$ cat src/rtl/fracbrg_pkg.sv
// fracbrg_pkg: shared divisor arithmetic and configuration checks for the fractional baud rate generator.
//   brg_div    - rounded accumulator increment for a baud rate
//   brg_cnt_w  - width of the oversample counter
//   brg_cfg_ok - parameter legality (oversample, resolution, divisor range)
package fracbrg_pkg;

    function automatic longint brg_div(longint clk_hz, longint baud, longint os, longint res);
        longint one;
        one = 1;
        return (baud * os * (one << res) * 2 + clk_hz) / (2 * clk_hz);
    endfunction

    function automatic int brg_cnt_w(int os);
        return $clog2(os);
    endfunction

    function automatic bit brg_cfg_ok(longint clk_hz, longint baud, longint os, longint res);
        longint one;
        longint d;
        one = 1;
        d = brg_div(clk_hz, baud, os, res);
        return (os >= 4) && ((os & (os - 1)) == 0) && (res >= 8) && (res <= 24) &&
               (d != 0) && (d < (one << res));
    endfunction

endpackage

$ cat src/rtl/fracbrg_acc.sv
// fracbrg_acc: phase accumulator with enable, clear and a registered carry tick.
//   clk_i, rst_i - clock, synchronous active-high reset
//   en_i         - add div_i to the phase this clock
//   clr_i        - clear the phase and the tick
//   div_i        - phase increment (0 freezes the phase)
//   carry_o      - combinational overflow of this clock's addition
//   stb_o        - carry_o registered: the oversample tick
module fracbrg_acc #(
    parameter int RESOLUTION = 16
) (
    input  logic                  clk_i,
    input  logic                  rst_i,
    input  logic                  en_i,
    input  logic                  clr_i,
    input  logic [RESOLUTION-1:0] div_i,
    output logic                  carry_o,
    output logic                  stb_o
);

    logic [RESOLUTION-1:0] r_acc;
    logic                  r_stb;
    logic [RESOLUTION:0]   w_sum;

    assign w_sum   = {1'b0, r_acc} + {1'b0, div_i};
    assign carry_o = en_i & ~clr_i & w_sum[RESOLUTION];
    assign stb_o   = r_stb;

    always_ff @(posedge clk_i) begin
        if (rst_i || clr_i) begin
            r_acc <= '0;
            r_stb <= 1'b0;
        end else begin
            if (en_i) r_acc <= w_sum[RESOLUTION-1:0];
            r_stb <= carry_o;
        end
    end

endmodule

$ cat src/rtl/fracbrg_prog.sv
// fracbrg_prog: runtime-programmable fractional baud rate generator with bit-aligned divisor updates.
//   clk_i, rst_i - clock, synchronous active-high reset
//   en_i         - count enable (phase and counter hold when low)
//   sync_i       - re-phase: clears phase and oversample counter
//   div_i/div_wr_i - divisor write; applied on the next bit boundary
//   div_o        - active divisor, div_pend_o - a write awaits application
//   os_stb_o, mid_stb_o, bit_stb_o - registered one-clock strobes
module fracbrg_prog
    import fracbrg_pkg::*;
#(
    parameter int CLK_HZ     = 24000000,
    parameter int BAUDRATE   = 38400,
    parameter int OVERSAMPLE = 16,
    parameter int RESOLUTION = 16
) (
    input  logic                  clk_i,
    input  logic                  rst_i,
    input  logic                  en_i,
    input  logic                  sync_i,
    input  logic [RESOLUTION-1:0] div_i,
    input  logic                  div_wr_i,
    output logic [RESOLUTION-1:0] div_o,
    output logic                  div_pend_o,
    output logic                  os_stb_o,
    output logic                  mid_stb_o,
    output logic                  bit_stb_o
);

    localparam longint                DEF     = brg_div(CLK_HZ, BAUDRATE, OVERSAMPLE, RESOLUTION);
    localparam logic [RESOLUTION-1:0] DEF_DIV = RESOLUTION'(DEF);
    localparam int                    CW      = brg_cnt_w(OVERSAMPLE);
    localparam logic [CW-1:0]         LAST    = CW'(OVERSAMPLE - 1);
    localparam logic [CW-1:0]         MID     = CW'(OVERSAMPLE / 2 - 1);

    if (!brg_cfg_ok(CLK_HZ, BAUDRATE, OVERSAMPLE, RESOLUTION)) begin : g_cfg_err
        $error("fracbrg_prog: illegal OVERSAMPLE/RESOLUTION or default divisor out of range");
    end

    logic [CW-1:0]         r_os_cnt;
    logic                  r_mid;
    logic                  r_bit;
    logic                  r_pend;
    logic [RESOLUTION-1:0] r_div_act;
    logic [RESOLUTION-1:0] r_div_next;
    logic                  w_carry;
    logic                  w_os;
    logic                  w_bit;
    logic                  w_apply;
    logic                  w_load;

    fracbrg_acc #(.RESOLUTION(RESOLUTION)) u_acc (
        .clk_i   (clk_i),
        .rst_i   (rst_i),
        .en_i    (en_i),
        .clr_i   (sync_i),
        .div_i   (r_div_act),
        .carry_o (w_carry),
        .stb_o   (w_os)
    );

    // A shadow divisor may only take effect where the rate change cannot tear a bit:
    // on a boundary, while idle or stopped, or when the phase is being reset anyway.
    assign w_bit   = w_carry & (r_os_cnt == LAST);
    assign w_apply = sync_i | ~en_i | (r_div_act == '0) | w_bit;
    assign w_load  = w_apply & (r_pend | div_wr_i);

    always_ff @(posedge clk_i) begin
        if (rst_i) begin
            r_os_cnt   <= '0;
            r_mid      <= 1'b0;
            r_bit      <= 1'b0;
            r_pend     <= 1'b0;
            r_div_act  <= DEF_DIV;
            r_div_next <= DEF_DIV;
        end else begin
            r_os_cnt <= sync_i ? '0 : r_os_cnt + CW'(w_carry);
            r_mid    <= w_carry & (r_os_cnt == MID);
            r_bit    <= w_bit;
            if (div_wr_i) r_div_next <= div_i;
            if (w_load) r_div_act <= div_wr_i ? div_i : r_div_next;
            r_pend <= ~w_apply & (r_pend | div_wr_i);
        end
    end

    assign div_o      = r_div_act;
    assign div_pend_o = r_pend;
    assign os_stb_o   = w_os;
    assign mid_stb_o  = r_mid;
    assign bit_stb_o  = r_bit;

endmodule

$ cat config.mk
export PLATFORM = sky130hd
export DESIGN_NAME = fracbrg_prog
export DESIGN_NICKNAME = d
export VERILOG_FILES = /design/src/rtl/fracbrg_pkg.sv /design/src/rtl/fracbrg_acc.sv /design/src/rtl/fracbrg_prog.sv
export SDC_FILE = /design/constraint.sdc
export NUM_CORES = 1
export LEC_CHECK = 0
export CORE_MARGIN = 2
export CORE_UTILIZATION = 54
export DETAILED_ROUTE_END_ITERATION = 8
export HOLD_SLACK_MARGIN = 0.06
export PLACE_DENSITY = 0.85
export SKIP_LAST_GASP = 1
export SLEW_MARGIN = 40
export SYNTH_ARGS = -nofsm -noshare
export SYNTH_HDL_FRONTEND = slang
export SYNTH_SLANG_ARGS = --single-unit
$ cat constraint.sdc
create_clock -name clk_i -period 3.35 [get_ports clk_i]
set_input_delay 0.335 -clock clk_i [delete_from_list [all_inputs] [get_ports clk_i]]
set_output_delay 0.335 -clock clk_i [all_outputs]
set_load 0.05 [all_outputs]
# Yosys cells after proc, flatten, opt, wreduce, memory -nomap -nowiden
# Index checks and enable logic that the tools add are counted.
[classes]
n_eq_ne = 2
bitwise_logic = 13
addsub = 2
reduce_logical = 3
muxes = 1
[ops]
columns = ["cell", "count"]
rows = [
  ["adder 16 x 16 -> 17 bit", 1],
  ["zero test 16 bit", 1],
  ["two-way mux 16 bit", 1],
  ["bitwise AND 1 bit", 6],
  ["adder 4 x 1 -> 4 bit", 1],
  ["== test 4 x 3 -> 1 bit (second input constant)", 1],
  ["== test 4 bit (second input constant)", 1],
  ["bitwise OR 1 bit", 4],
  ["NOT 1 bit", 3],
  ["OR reduction 2 bit", 1],
  ["logical OR 1 bit", 1],
]
[totals]
input_bits = 21
regBits = 56
out_inout_bits = 20
elab_cells = 29

# Logic depth before layout (Yosys ltp)
[depth]
ltp_word = 7
ltp_mapped = 11
ltp_nobuf = 11

# By module
# Synthesis repeated with hierarchy kept, for this count alone.
[hier_totals]
hier_cells = 284
area_unflattened_um2 = 2865.2
[by_module_without_submodules]
columns = ["module", "n_inst", "cells_each", "area_each_um2", "seq_area_each_um2"]
rows = [
  ["fracbrg_prog", 1, 134, 1574.0, 780.7],
  ["fracbrg_acc", 1, 150, 1291.2, 340.3],
]

# Worst setup path before layout
# Ideal clock, no wire load.
[synth_path]
kind = "reg-to-reg"
startpoint = "register r_div_act[0], in the netlist div_o[0]"
endpoint = "register r_div_act[10], in the netlist div_o[10]"
n_path_buf = 1
slack_ns = 0.551
arrival_time_ns = 2.678
stages_incl_launch_ff = 10
period_less_slack_ns = 2.799
cell_sequence = "dfxtp_1 > ha_1 > fa_1 > a211oi_2 > o311a_1 > nor4_4 > o21bai_2 > a21oi_4 > buf_12 > mux2_4"
[synth_via]
elab_chain_len = 5
[synth_lines]
columns = ["item", "line", "rtl"]
rows = [
  ["start: declaration", "fracbrg_prog.sv:43", "logic [RESOLUTION-1:0] r_div_act;"],
  ["start signal: assignment", "fracbrg_prog.sv:80", "if (w_load) r_div_act <= div_wr_i ? div_i : r_div_next;"],
  ["adder 16 x 16 -> 17 bit", "fracbrg_acc.sv:24", "assign w_sum = {1'b0, r_acc} + {1'b0, div_i};"],
  ["bitwise AND 1 bit", "fracbrg_acc.sv:25", "assign carry_o = en_i & ~clr_i & w_sum[RESOLUTION];"],
  ["bitwise AND 1 bit", "fracbrg_prog.sv:63", "assign w_bit = w_carry & (r_os_cnt == LAST);"],
  ["bitwise OR 1 bit *", "fracbrg_prog.sv:64", "assign w_apply = sync_i | ~en_i | (r_div_act == '0) | w_bit;"],
  ["bitwise AND 1 bit *", "fracbrg_prog.sv:65", "assign w_load = w_apply & (r_pend | div_wr_i);"],
]
# Every way passes the cells marked *; elsewhere a longest branch is shown, timed or not.
# A chain may end at the register's enable or synchronous reset.

# Final worst setup path
[layout_path]
startpoint = "register r_div_act[0], in the netlist div_o[0]"
endpoint = "register r_div_act[0], in the netlist div_o[0]"
# Same word-level chain as after synthesis.

==> flow_summary.json <==
{
  "overflow": 0,
  "relSlewSlack_pct": 54.2,
  "power.total_mw": 1.39,
  "clkTransAtPathRegs_ns": 0.10,
  "firstDrtPassIters": 5,
  "routed_via_density": 5.57,
  "cts_tree": "done",
  "antenna_left": 0,
  "rsz0062_at_grt": "no",
  "final_cells": 394,
  "netlist.top_cell.by_area": "dfxtp_1",
  "vias": 2193,
  "clock_path_buffers": 2,
  "die_w_um": 76.7,
  "crit_required_ns": 3.56,
  "holdCritPathClass": "flop to flop",
  "cp-start-kind": "flop",
  "grt_usage_pct": 21.6,
  "ys_seq_area_share_pct": 39.3,
  "cts-root-buf": "clkbuf_8",
  "clk_latency_ns": 0.32,
  "crit_path_end_kind": "flop",
  "synthTopCellsByCount": "dfxtp_1 (56), nor2_1 (27), ha_1 (18), mux2i_1 (16), nor2b_1 (16)",
  "drive_gt1_share_pct": 13.0,
  "synth_most_common_cell": "dfxtp_1",
  "route.detailed.drc": 0,
  "die_area_mm2": 0.00588,
  "synth-main-ff-cell": "dfxtp_1",
  "worstSetupPathType": "flop to flop",
  "ctsHoldBuffers": 0,
  "io_buffers": 40,
  "tns_ns": 0,
  "wl_per_cell_um": 15.0,
  "ys_seq_elements": 56,
  "final_net_count": 363,
  "synth_top_cell_area_share_pct": 39.3,
  "dp_hpwl_mm": 4.34,
  "worst_pin_slew_ns": 0.685,
  "drt_iter0_drc": 125,
  "path_max_fanout": 16,
  "fin_crit_sh_pct": 85.0,
  "syn_to_final_growth_pct": 19.0,
  "period_minus_slack_ns": 2.85,
  "slew_violations": 0,
  "max-vdd-ir-drop_mv": 0.243,
  "pin_count": 41,
  "setup-violations-final": 0,
  "fill_cells": 430,
  "timing.fmax_ghz": 0.351,
  "netlist_area_mm2": 0.00285,
  "hold_violations": 0,
  "yosysWarnings": 0,
  "syn-num-nets": 324,
  "synth_cell_type_count": 49,
  "avgSynthCellArea_um2": 10.0,
  "grt_first_pass_wirelength_mm": 10.3,
  "postCtsSetupRepairBufs": 0,
  "outcome": "finished clean",
  "fin_worst_skew_ns": 0.00749,
  "synth_cells": 284,
  "cts_buffers": 5,
  "grt_max_degree": 25,
  "worstPathArrival_ns": 3.06,
  "grt_pass1_vias": 2174,
  "synth_edf_count": 0,
  "initial_core_util_pct": 55.8,
  "drv_cap": 0,
  "design.core.area_mm2": 0.00511,
  "power_leakage_nw": 1.41,
  "dp.cells": 386,
  "synth_area_leaders": "dfxtp_1 (39%), ha_1 (7.9%), mux2i_1 (5.6%)",
  "ys_async_sr_fraction_pct": 0,
  "power_density_mw_per_mm2": 410,
  "antenna_found_initial": 0,
  "cts_repair_resize_count": 0,
  "clock_sinks": 56,
  "totalWireLength_mm": 5.91,
  "cts_max_level": 2,
  "fp-row-count": 26,
  "routabilityCongestion": 0.878,
  "die_h_um": 76.7,
  "antenna_cells": 0
}
==> logic make-up after synthesis <==
logic type	Yosys count	share of synthesized area (%)
AND/OR/NAND/NOR	91	17.4
buffers and inverters	15	2.81
AO/OA/AOI/OAI	57	14.3
adder cells (fa/ha/maj)	19	8.60
XOR/XNOR	14	4.30
flip-flops	56	39.3
multiplexers	32	13.3
==> placed cells by master (no fill, tap or decap), types with 6 or more instances in the layout <==
| master | netlist | routed |
|---|---|---|
| dfxtp_1 | 56 | 56 |
| o21ai_0 | 10 | 10 |
| xor2_1 | 7 | 7 |
| nor2b_1 | 16 | 16 |
| or2_2 | 7 | 7 |
| a211o_1 | 7 | 7 |
| mux2_2 | 6 | 6 |
| nand3b_1 | 6 | 6 |
| nor2_1 | 27 | 27 |
| a21oi_1 | 11 | 11 |
| mux2_4 | 10 | 10 |
| mux2i_1 | 16 | 16 |
| nand2_1 | 11 | 11 |
| clkdlybuf4s50_1 | 0 | 40 |
| ha_1 | 18 | 18 |
| xnor2_1 | 7 | 7 |
==> flip-flops by register name, summed over array words and instances (netlist names) <==
register and count:
r_div_next 16, u_acc.stb_o 1, div_pend_o 1, div_o 16, u_acc.r_acc 16, r_os_cnt 4
bit_stb_o 1, mid_stb_o 1
==> path summary, 6_finish.rpt <==
check	startpoint	cells after the start	endpoint	slack, ns
min	r_os_cnt[3]	1	mid_stb_o	0.49
min reg2reg	r_os_cnt[3]	1	mid_stb_o	0.49
max reg2reg	div_o[0]	8	div_o[0]	0.50
max	div_o[0]	8	div_o[0]	0.50
==> worst max-delay path, stage by stage (launching register included) <==
cell	delay [ns]
dfxtp_1	0.39
ha_1	0.22
fa_1	0.27
a211oi_2	0.10
o311a_1	0.35
nor4_4	0.26
o21bai_2	0.14
a21oi_4	0.58
mux2_2	0.40
==> power breakdown <==
part / internal, mW / leakage, nW / switching (mW)
clock: 0.150 / 0.0485 / 0.232
combinational: 0.130 / 0.898 / 0.156
sequential: 0.698 / 0.459 / 0.0250
==> stage by stage <==
stage	hold slack, ns	util, %	setup slack, ns	area (µm²)
final	0.487	66.4	0.503	3390
after global routing	0.498	66.4	0.343	3390
after CTS	0.488	66.4	0.519	3390
after detailed placement	0.460	64.6	0.548	3300
after global placement	0.442	64.6	0.650	3300
after floorplan	0.429	-	0.551	2850
==> metal layers <==
metal  vias up  wire length, µm  global-route usage (%)
met5         -                0                       0
met4         0               99                    8.91
met3         8              227                    3.76
met2        46             2960                    37.5
met1      1043             2620                    26.5
li1       1096                -                       -
==> final cells by class <==
cell class | instances | area [µm²] | share of cell area [%]
Inverter | 3 | 11.3 | 0.332
Clock inverter | 3 | 22.5 | 0.664
Timing Repair Buffer | 44 | 430 | 12.7
Sequential cell | 56 | 1120 | 33.1
Clock buffer | 5 | 68.8 | 2.03
Tap cell | 70 | 87.6 | 2.58
Multi-Input combinational cell | 213 | 1650 | 48.7
(Power assumes the default switching activity.)
